File: config.mk
export PLATFORM = sky130hd
export DESIGN_NAME = keypad_scanner
export DESIGN_NICKNAME = d
export VERILOG_FILES = /design/src/rtl/keypad_scanner.sv
export SDC_FILE = /design/constraint.sdc
export NUM_CORES = 1
export LEC_CHECK = 0
export ABC_AREA = 0
export CAP_MARGIN = 20
export CORE_MARGIN = 2
export CORE_UTILIZATION = 60
export CTS_CLUSTER_DIAMETER = 50
export DETAILED_ROUTE_END_ITERATION = 12
export PLACE_DENSITY = 0.82
export SETUP_SLACK_MARGIN = 0.05
export SLEW_MARGIN = 10
export SYNTH_ARGS = -nofsm -noshare
export SYNTH_HDL_FRONTEND = slang
export SYNTH_SLANG_ARGS = --single-unit
File: constraint.sdc
create_clock -name clk -period 6.5 [get_ports clk]
set_input_delay 0.65 -clock clk [delete_from_list [all_inputs] [get_ports clk]]
set_output_delay 0.65 -clock clk [all_outputs]
set_load 0.005 [all_outputs]
File: src/rtl/keypad_scanner.sv
// Row-strobed active-low keypad scanner: synchronizes the column pins, debounces
// whole scan frames and hands each accepted press to the consumer as a code.
`timescale 1ns/1ps
module keypad_scanner #(
    parameter int  NumRows        = 4,
    parameter int  NumCols        = 4,
    parameter int  ScanPeriod     = 1000,
    parameter int  DebounceFrames = 3,
    localparam int CodeW          = $clog2(NumRows * NumCols)
) (
    input  logic               clk,
    input  logic               rst_n,
    input  logic [NumCols-1:0] cols_n,
    output logic [NumRows-1:0] rows_n,
    output logic               key_valid,
    output logic [CodeW-1:0]   key_code,
    input  logic               key_ready,
    output logic               key_down,
    output logic               key_overrun
);
    localparam int DwellW = $clog2(ScanPeriod);
    localparam int RowW   = $clog2(NumRows);
    localparam int DbW    = $clog2(DebounceFrames + 1);

    localparam logic [DwellW-1:0] DwellLast = DwellW'(ScanPeriod - 1);
    localparam logic [RowW-1:0]   RowLast   = RowW'(NumRows - 1);
    localparam logic [DbW-1:0]    DbDone    = DbW'(DebounceFrames);

    typedef enum logic [1:0] {IDLE, PRESS_DB, HELD, RELEASE_DB} state_e;

    logic [DwellW-1:0]  dwell_q, dwell_d;
    logic [NumRows-1:0] rows_n_q, rows_n_d;
    logic [RowW-1:0]    row_q, row_d;
    logic [NumCols-1:0] sync1_q, sync1_d, sync2_q, sync2_d;
    logic [1:0]         hits_q, hits_d;
    logic [CodeW-1:0]   code_acc_q, code_acc_d;
    state_e             state_q, state_d;
    logic [DbW-1:0]     db_cnt_q, db_cnt_d;
    logic [CodeW-1:0]   cand_q, cand_d;
    logic               valid_q, valid_d;
    logic [CodeW-1:0]   key_code_q, key_code_d;
    logic               overrun_q, overrun_d;

    logic               sample, frame_end, emit, accept, single, none;
    logic [1:0]         row_hits, base_hits, tot_hits;
    logic [2:0]         sum_hits;
    logic [CodeW-1:0]   row_code, base_code, tot_code;

    always_comb begin : scan_comb
        sample    = (dwell_q == DwellLast);
        frame_end = sample && (row_q == RowLast);
        dwell_d   = sample ? '0 : dwell_q + DwellW'(1);
        rows_n_d  = sample ? {rows_n_q[NumRows-2:0], rows_n_q[NumRows-1]} : rows_n_q;
        row_d     = row_q;
        if (sample) begin
            row_d = (row_q == RowLast) ? '0 : row_q + RowW'(1);
        end
        sync1_d = cols_n;
        sync2_d = sync1_q;

        // Hit count saturates at 2: anything beyond one hit is simply MULTI.
        row_hits = '0;
        row_code = '0;
        for (int unsigned c = 0; c < NumCols; c++) begin
            if (!sync2_q[c]) begin
                if (row_hits != 2'd2) begin
                    row_hits = row_hits + 2'd1;
                end
                row_code = CodeW'(row_q) * CodeW'(NumCols) + CodeW'(c);
            end
        end
        base_hits  = (row_q == '0) ? 2'd0 : hits_q;
        base_code  = (row_q == '0) ? '0 : code_acc_q;
        sum_hits   = {1'b0, base_hits} + {1'b0, row_hits};
        tot_hits   = (sum_hits >= 3'd2) ? 2'd2 : sum_hits[1:0];
        tot_code   = (base_hits != 2'd0) ? base_code : row_code;
        hits_d     = sample ? tot_hits : hits_q;
        code_acc_d = sample ? tot_code : code_acc_q;
    end

    always_comb begin : fsm_comb
        state_d  = state_q;
        db_cnt_d = db_cnt_q;
        cand_d   = cand_q;
        emit     = 1'b0;
        single   = (tot_hits == 2'd1);
        none     = (tot_hits == 2'd0);
        if (frame_end) begin
            case (state_q)
                IDLE: begin
                    if (single) begin
                        cand_d   = tot_code;
                        db_cnt_d = DbW'(1);
                        state_d  = PRESS_DB;
                    end
                end
                PRESS_DB: begin
                    if (single && (tot_code == cand_q)) begin
                        db_cnt_d = db_cnt_q + DbW'(1);
                        if (db_cnt_d == DbDone) begin
                            state_d = HELD;
                            emit    = 1'b1;
                        end
                    end else if (single) begin
                        cand_d   = tot_code;
                        db_cnt_d = DbW'(1);
                    end else begin
                        state_d = IDLE;
                    end
                end
                HELD: begin
                    if (none) begin
                        db_cnt_d = DbW'(1);
                        state_d  = RELEASE_DB;
                    end
                end
                RELEASE_DB: begin
                    if (none) begin
                        db_cnt_d = db_cnt_q + DbW'(1);
                        if (db_cnt_d == DbDone) begin
                            state_d = IDLE;
                        end
                    end else begin
                        state_d = HELD;
                    end
                end
                default: state_d = IDLE;
            endcase
        end
    end

    always_comb begin : out_comb
        accept     = valid_q && key_ready;
        valid_d    = valid_q;
        key_code_d = key_code_q;
        overrun_d  = overrun_q;
        if (emit) begin
            if (!valid_q || accept) begin
                valid_d    = 1'b1;
                key_code_d = cand_q;
                overrun_d  = 1'b0;
            end else begin
                overrun_d = 1'b1;
            end
        end else if (accept) begin
            valid_d   = 1'b0;
            overrun_d = 1'b0;
        end
    end

    always_ff @(posedge clk or negedge rst_n) begin
        if (!rst_n) begin
            dwell_q    <= '0;
            rows_n_q   <= {{(NumRows-1){1'b1}}, 1'b0};
            row_q      <= '0;
            sync1_q    <= '1;
            sync2_q    <= '1;
            hits_q     <= '0;
            code_acc_q <= '0;
            state_q    <= IDLE;
            db_cnt_q   <= '0;
            cand_q     <= '0;
            valid_q    <= 1'b0;
            key_code_q <= '0;
            overrun_q  <= 1'b0;
        end else begin
            dwell_q    <= dwell_d;
            rows_n_q   <= rows_n_d;
            row_q      <= row_d;
            sync1_q    <= sync1_d;
            sync2_q    <= sync2_d;
            hits_q     <= hits_d;
            code_acc_q <= code_acc_d;
            state_q    <= state_d;
            db_cnt_q   <= db_cnt_d;
            cand_q     <= cand_d;
            valid_q    <= valid_d;
            key_code_q <= key_code_d;
            overrun_q  <= overrun_d;
        end
    end

    assign rows_n      = rows_n_q;
    assign key_valid   = valid_q;
    assign key_code    = key_code_q;
    assign key_overrun = overrun_q;
    assign key_down    = (state_q == HELD) || (state_q == RELEASE_DB);

endmodule

Yosys cells after proc, flatten, opt, wreduce, memory -nomap -nowiden

Cells that the tools add are included.

Register bits: 44
Input bits: 7
Output and inout bits: 11
Word-level logic and storage cells: 102

Add/sub/neg operators: 10
Order comparisons: 1
Eq/ne operators: 19
Muxes and demuxes: 42
Reduce and logical (&&, ||, !) cells: 17

Operator list:

| kind                    | number |
|---|---|
| $mux W2                 | 20 |
| $mux W4                 | 8 |
| $pmux W2 S4             | 2 |
| $ne A2 B2 Y1 const B    | 7 |
| $add A10 B1 Y10 const B | 1 |
| $add A2 B1 Y2 const B   | 5 |
| $eq A10 B10 Y1 const B  | 1 |
| $mux W1                 | 10 |
| $mux W10                | 1 |
| $ne A3 B3 Y1 const B    | 3 |
| $add A4 B2 Y4 const B   | 2 |
| $eq A2 B2 Y1 const B    | 4 |
| $pmux W4 S2             | 1 |
| $logic_not A2 Y1        | 3 |
| $reduce_and A3 Y1       | 2 |
| $reduce_and A6 Y1       | 1 |
| $reduce_bool A2 Y1      | 3 |
| $add A4 B1 Y4 const B   | 1 |
| $eq A2 B1 Y1 const B    | 2 |
| $eq A4 B4 Y1            | 1 |
| $reduce_and A2 Y1       | 2 |
| $add A2 B2 Y3           | 1 |
| $ge A3 B2 Y1 const B    | 1 |
| $logic_and A1 B1 Y1     | 3 |
| other kinds (3)         | 4 |

Longest topological paths before layout

Gate-level depths: netlist of the first run.

Depth after elaboration: 20
Gate-level depth with buffers: 15

Worst setup path before layout of the first run

No wires, ideal clock.

Path kind: register -> register
Start: register sync2_q[0]
End: register key_code_q[0], in the netlist key_code[0]
Arrival time: 3.356 ns
Data required time: 6.375 ns
Setup slack: 3.019 ns
Cell stages (with the launch flop): 16
Buffers on the path: 0
Cells stage by stage: dfstp_2 > inv_1 > ha_1 > mux2i_1 > ha_1 > nor2_1 > a21oi_1 > ha_1 > inv_1 > fa_1 > and3_1 > nand2_1 > nor3b_1 > nand4_1 > a2111oi_4 > mux2_2

Word-level cells in the longest chain between the ends: 19
Elaborated cells between the ends (all ways): 28
Those cells by class: 4 x add/sub; 1 x order compare; 5 x eq/ne; 16 x mux; 2 x reduce/logical

Ends and longest elaborated chain:

| item                                          | line   | RTL |
|---|---|---|
| start: declaration                            | 34     | `logic [NumCols-1:0] sync1_q, sync1_d, sync2_q, sync2_d;` |
| start signal: assignment                      | 171    | `sync2_q <= sync2_d;` |
| $mux W1                                       | 65     | `if (!sync2_q[c]) begin` |
| $add A2 B1 Y2 or $ne A2 B2 Y1 (tied branches) | 67, 66 |  |
| $mux W2                                       | 66     | `if (row_hits != 2'd2) begin` |
| $mux W2                                       | 65     |  |
| $add A2 B1 Y2 or $ne A2 B2 Y1 (tied branches) | 67, 66 |  |
| $mux W2                                       | 66     |  |
| $mux W2                                       | 65     |  |
| $add A2 B1 Y2 or $ne A2 B2 Y1 (tied branches) | 67, 66 |  |
| [3 not listed]                                | --     |  |
| $ge A3 B2 Y1                                  | 75     | `tot_hits = (sum_hits >= 3'd2) ? 2'd2 : sum_hits[1:0];` |
| $mux W2                                       | 75     |  |
| $eq A2 B1 Y1                                  | 86     | `single = (tot_hits == 2'd1);` |
| $logic_and A1 B1 Y1 *                         | 98     | `if (single && (tot_code == cand_q)) begin` |
| $mux W1 *                                     | 98     |  |
| $mux W1 *                                     | 89     | `case (state_q)` |
| $mux W1 *                                     | 88     | `if (frame_end) begin` |
| $reduce_and A2 Y1 (no line) *                 | --     |  |
| end signal: assignment                        | 178    | `key_code_q <= key_code_d;` |
| end: declaration                              | 41     | `logic [CodeW-1:0] key_code_q, key_code_d;` |

Mark *: on every way between the ends. The rest lies on a longest branch, timed or not.
A chain may end at the register's enable or synchronous reset.

Worst setup path after layout of the first run

Start: register sync2_q[0]
End: register key_code_q[3], in the netlist key_code[3]

Same word-level chain as after synthesis.

==> results.md, run 1 <==
* Share of the yosys chip area belonging to registers at 50.8%
* Met3 GRT Util at 3.82%
* Yosys warns at 0
* First-pass GRT wire length at 6770 um
* Hold depth at 0
* Actual slew at the worst max-slew pin at 0.936 ns
* Hpwl dp at 2830 um
* Final wirelength at 3810 um
* Core area at 3420 um^2
* Most common cell in the netlist: dfrtp_1
* Max-Cap Viols at 0
* Share of the synthesized area in the top cell type at 37.6%
* Setup Buffers After CTS at 0
* CTS tree: done
* Met2 Track Usage GR at 36.5%
* Share of the core filled with cells at 72.4%
* Die height at 64.5 um
* Cell taking the most area after synthesis: dfrtp_1
* Overall routing resource usage at 21.0%
* Highest net fanout along the worst path at 5
* R2R Path End: key_code[3]
* Rows at 21
* Highest clock rate at 259 MHz
* Worst clock skew at 0.0162 ns
* Simple-gate share of the synthesized area at 15.5%
* Total number of cells along the worst setup path at 15
* Switching Fraction at 22.2%
* Crit path largest cell delay at 0.58 ns
* Top post-synthesis cells by count: 33 x dfrtp_1, 20 x nand2_1, 18 x nor2_1
* Port bufs at 17
* Main combinational cell family by area after synthesis: simple AND/OR/NAND/NOR gates
* CP endpoint kind: register
* GR Util met1 at 26.0%
* Clk buf depth at 2
* Worst-path clk slew at 0.13 ns
* Initial antenna violation count at 0
* Top delay family on crit path: adder cells
* Syn Area/Cell at 10.9 um^2
* Post-Syn Area at 2190 um^2
* Hold Path Sink: sync2_q[0]
* Slew HR at 37.6%
* Die W at 64.5 um
* Layout cell share with drive strength beyond 1 at 17.5%
* Arr. time, crit path at 4.11 ns
* Largest net degree at the start of global routing at 45
* Power Dens Cells at 183 nW/um^2
* Clock power frac at 32.5%
* Flop-to-flop setup slack at 2.64 ns
* Leak at 1.10 nW
* CP dominant cell by count: ha_1
* Worst IR Drop VDD at 0.110 mV
* CTS resizes at 0
* # clock sinks at 44
* Root Driver: clkbuf_4
* Total negative slack at 0 ns
* Top FF cell, synth: dfrtp_1
* Sw Pwr at 0.100 mW
* Busiest layer in global routing: met2
* Nets@finish at 239
* CTS Buf Count at 5
* Finish-stage setup viols at 0
* Ys async rst share at 100%
* CP cell instances: inv_1, ha_1, mux2i_1, ha_1, nor2_1, a21oi_1, ha_1, inv_1, fa_1, and3_1, nand2_1, nor3b_1, nand4_1, a2111oi_4, mux2_2
* Post-route ant nets at 0
* Slowest CP cell: dfstp_2
* Hold Crit Start: sync1_q[0]
* Vias at 1,541
* Final antenna diode count at 0
* Post-synth EDFFs at 0
* Adder and majority gate portion of the synthesized area at 6.05%
* Setup CP Type: register to register
* Synth Area in Compound Gates at 10.7%
* Post-synthesis mux area share at 8.56%
* Worst hold slack at 0.363 ns
* DRC at 0
* Hold buffers post-CTS at 0
* Status: completed
* Startpoint Class: register
* Tmin final at 3.86 ns
* Syn Inst Count at 202
* Grt total ovfl at 0
* GP Congestion at 0.856
* RSZ-0062 raised after global routing: no
* Seq cells post-synth at 44
* Router iterations before antenna repair at 5
* Worst Hold Class: register to register
* Reg2reg path depth at 15
* CP required at 6.75 ns
* Logic pwr share at 5.3%
* Internal power at 0.351 mW
* H-Tree Level Count at 2
* XOR/XNOR Fraction of Synth Area at 5.19%
* Clk Latency, worst-skew pair at 0.35 ns
* Die area at 4160 um^2
* Final period util at 59.4%
* Starting DRC count in detailed routing at 76
* Synth-to-layout area growth at 12.7%
* Final hold viol count at 0
* RR Startpoint: sync2_q[0]
* Yosys cell types at 41
* Syn_nets at 219
* Avg WL per Cell at 14.2 um
* Vias per cell at 5.73
* Seq pwr share at 62.2%
* Initial Util at 64.2%
* Max-slew violations at 0
* CP Buf/Inv Count at 2
* I/O Pins at 18
* Vias in the first global route at 1,604
* Largest cells by area after synthesis: dfrtp_1 38%, dfstp_2 13%, mux2_2 7.2%, ha_1 5.1%, nand2_1 3.4%
==> state kept, by name, summed over array words and instances (netlist names) <==
name	count
cand_q	4
code_acc_q	4
db_cnt_q	2
dwell_q	10
hits_q	2
key_code	4
key_overrun	1
key_valid	1
row_q	2
rows_n	4
state_q	2
sync1_q	4
sync2_q	4
==> kinds of logic (layout without fill, tap and decap cells) <==
family / Yosys count / after routing
XOR/XNOR: 13 / 13
buffers and inverters: 17 / 38
AO/OA/AOI/OAI: 31 / 31
flip-flops: 44 / 44
multiplexers: 17 / 17
AND/OR/NAND/NOR: 70 / 70
adder cells (fa/ha/maj): 10 / 10
==> metal layers <==
metal / vias up / share of wire [%] / routed length [um]
li1: 734 / - / -
met1: 764 / 44 / 1660
met2: 35 / 51 / 1960
met3: 8 / 3.2 / 122
met4: 0 / 1.8 / 67
met5: - / 0 / 0
==> through the flow <==
stage | instances | setup WS (ns) | area, um^2 | power, mW
CTS | 269 | 2.63 | 2470 | 0.454
detailed placement | 261 | 2.65 | 2400 | 0.310
global route | 269 | 2.37 | 2470 | 0.472
floorplan | 202 | 3.02 | 2190 | 0.298
finish | 269 | 2.64 | 2470 | 0.452
global placement | 261 | 2.86 | 2400 | 0.308
==> power groups by stage <==
stage               combinational (mW)  clock, mW  sequential (mW)
floorplan                       0.0132          0            0.285
global placement                0.0227          0            0.285
detailed placement              0.0245          0            0.286
CTS                             0.0246      0.149            0.281
global route                    0.0277      0.163            0.281
finish                          0.0241      0.147            0.281
==> worst max path at each step <==
stage,slack (ns),to,start
final,2.64,key_code[3],sync2_q[0]
after global routing,2.37,key_code[3],sync2_q[0]
after CTS,2.63,key_code[3],sync2_q[0]
after detailed placement,2.65,key_code[3],sync2_q[0]
after global placement,2.86,key_code[3],sync2_q[0]
after floorplan,3.02,key_code[0],sync2_q[0]
==> layout by cell type (no fill, tap or decap), drive strengths merged, types with 5 or more instances in the layout <==
cell           count
clkdlybuf4s50     16
dfrtp             33
nand2             20
mux2              14
nand3              8
nor2              18
ha                 9
xnor2              5
xor2               8
inv               12
clkbuf             8
o21ai             11
dfstp             11
==> area by class of cell <==
class	instances	area [um^2]
Clock buffer	8	68.8
Tap cell	46	57.6
Fill cell	236	943
Multi-Input combinational cell	141	1010
Timing Repair Buffer	18	173
Inverter	12	45.0
Sequential cell	44	1110
(Power assumes the default switching activity.)
==> run 2, diff against run 1 <==
Settings changed: CORE_UTILIZATION 60 to 57, PLACE_DENSITY 0.82 to 0.78.
Clock period 6.5 ns to 4 ns, I/O delays scaled along.
==> results.md, run 2 (synthesized netlist as in run 1, its figures left out) <==
* Final antenna diode count at 0
* Final period util at 94.3%
* Arr. time, crit path at 3.96 ns
* Die W at 66.0 um
* Die height at 66.0 um
* Largest net degree at the start of global routing at 45
* Final wirelength at 3970 um
* # clock sinks at 44
* Synth-to-layout area growth at 18.3%
* Nets@finish at 244
* Finish-stage setup viols at 0
* Overall routing resource usage at 21.0%
* Vias per cell at 5.65
* Hold buffers post-CTS at 0
* Vias at 1,560
* Die area at 4360 um^2
* Highest net fanout along the worst path at 5
* Starting DRC count in detailed routing at 152
* Max-slew violations at 0
* Router iterations before antenna repair at 4
* CTS Buf Count at 5
* Commonest non-fill, non-tap cell in the layout: dfrtp_1
* Actual slew at the worst max-slew pin at 0.928 ns
* Worst clock skew at 0.00444 ns
* Status: completed
* Commonest cells after routing, fill and taps aside: 33 x dfrtp_1, 20 x nand2_1, 18 x nor2_1
* DRC at 0
* Root Driver: clkbuf_8
* Avg WL per Cell at 14.4 um
* GP Congestion at 0.937
* Worst-path clk slew at 0.08 ns
* Leak at 1.15 nW
* Slew HR at 38.2%
* CTS tree: done
* Initial antenna violation count at 0
* Initial Util at 59.5%
* RSZ-0062 raised after global routing: no
* CP required at 4.18 ns
* Tmin final at 3.77 ns
* Vias in the first global route at 1,548
* Worst hold slack at 0.239 ns
* H-Tree Level Count at 2
* Worst IR Drop VDD at 0.303 mV
* Highest clock rate at 265 MHz
* Final Non-Filler Cells at 276
* Total negative slack at 0 ns
* Rows at 22
* Port bufs at 17
* Final hold viol count at 0
* Dpl cells at 263
* Startpoint Class: register
* Hpwl dp at 2820 um
* First-pass GRT wire length at 6890 um
* Largest Register: dwell_q
* Clk Latency, worst-skew pair at 0.30 ns
* Core area at 3690 um^2
* Clk buf depth at 2
* Setup CP Type: register to register
* CP endpoint kind: register
* Layout cell share with drive strength beyond 1 at 21.5%
* Post-route ant nets at 0
* Largest register FFs at 10
* Worst Hold Class: input port to async pin
* I/O Pins at 18
* Grt total ovfl at 0
* Power Dens Cells at 334 nW/um^2
* Max-Cap Viols at 0
## run 2: final cells by class
class / count / area [um^2]
Inverter: 12 / 45.0
Tap cell: 48 / 60.1
Clock buffer: 7 / 96.3
Sequential cell: 44 / 1110
Clock inverter: 1 / 30.0
Fill cell: 283 / 1090
Timing Repair Buffer: 23 / 210
Multi-Input combinational cell: 141 / 1040
## run 2: final timing paths
path	start	endpoint	slack [ns]	cells after the start
setup / recovery	sync2_q[0]	key_code[0]	0.23	16
hold / removal	rst_n	dwell_q[8]	0.24	1
setup reg to reg	sync2_q[0]	key_code[0]	0.23	16
hold reg to reg	sync1_q[3]	sync2_q[3]	0.36	0
max in group asynchronous	rst_n	code_acc_q[2]	3.19	1
min in group clk	sync1_q[3]	sync2_q[3]	0.36	0
## run 2: where the power goes
part	total, mW	switching [mW]	internal, mW	leakage, nW
clock network	0.366	0.146	0.220	0.0645
logic	0.0460	0.0263	0.0197	0.522
registers	0.455	0.00308	0.452	0.562
total	0.867	0.175	0.692	1.15
## run 2: routing by layer
| metal | GRT usage, % | vias to the layer above | part of all wire, % |
|---|---|---|---|
| li1 | - | 752 | - |
| met4 | 9.44 | 0 | 2.2 |
| met3 | 5.62 | 10 | 4.7 |
| met1 | 25.5 | 757 | 44 |
| met2 | 35.0 | 41 | 49 |
| met5 | 0 | - | 0 |
## run 2: worst max-delay path, stage by stage (launching register included)
cell       delay, ns
dfstp_2         0.54
inv_1           0.04
ha_1            0.30
mux2i_2         0.21
ha_1            0.18
nor2_1          0.04
a21oi_1         0.12
ha_1            0.15
inv_1           0.05
fa_2            0.56
and3_4          0.21
nand2_1         0.09
nor3b_2         0.20
nand4_1         0.17
a2111oi_4       0.29
buf_4           0.19
mux2_2          0.33
## run 2: repair_timing
| action | in CTS | in global routing |
|---|---|---|
| gates resized for setup | 0 | 6 |
| setup endpoints to repair | 0 | 4 |
| buffers inserted | 0 | 5 |
| endpoints found under the hold margin | 0 | 0 |
## run 2: metrics by stage
step	cell area (um^2)	setup slack, ns	total power, mW	utilization [%]
finish	2590	0.228	0.867	70.3
detailed placement	2410	0.205	0.503	65.2
global placement	2410	0.359	0.500	65.2
global route	2590	0.0513	0.896	70.3
CTS	2530	0.168	0.871	68.7
floorplan	2190	0.519	0.484	-
==> run 3, diff against run 2 <==
Settings changed: SLEW_MARGIN 10 to 20.
==> results of run 3 <==
Same layout as run 2: the final DEF is identical, and so are final timing and power.
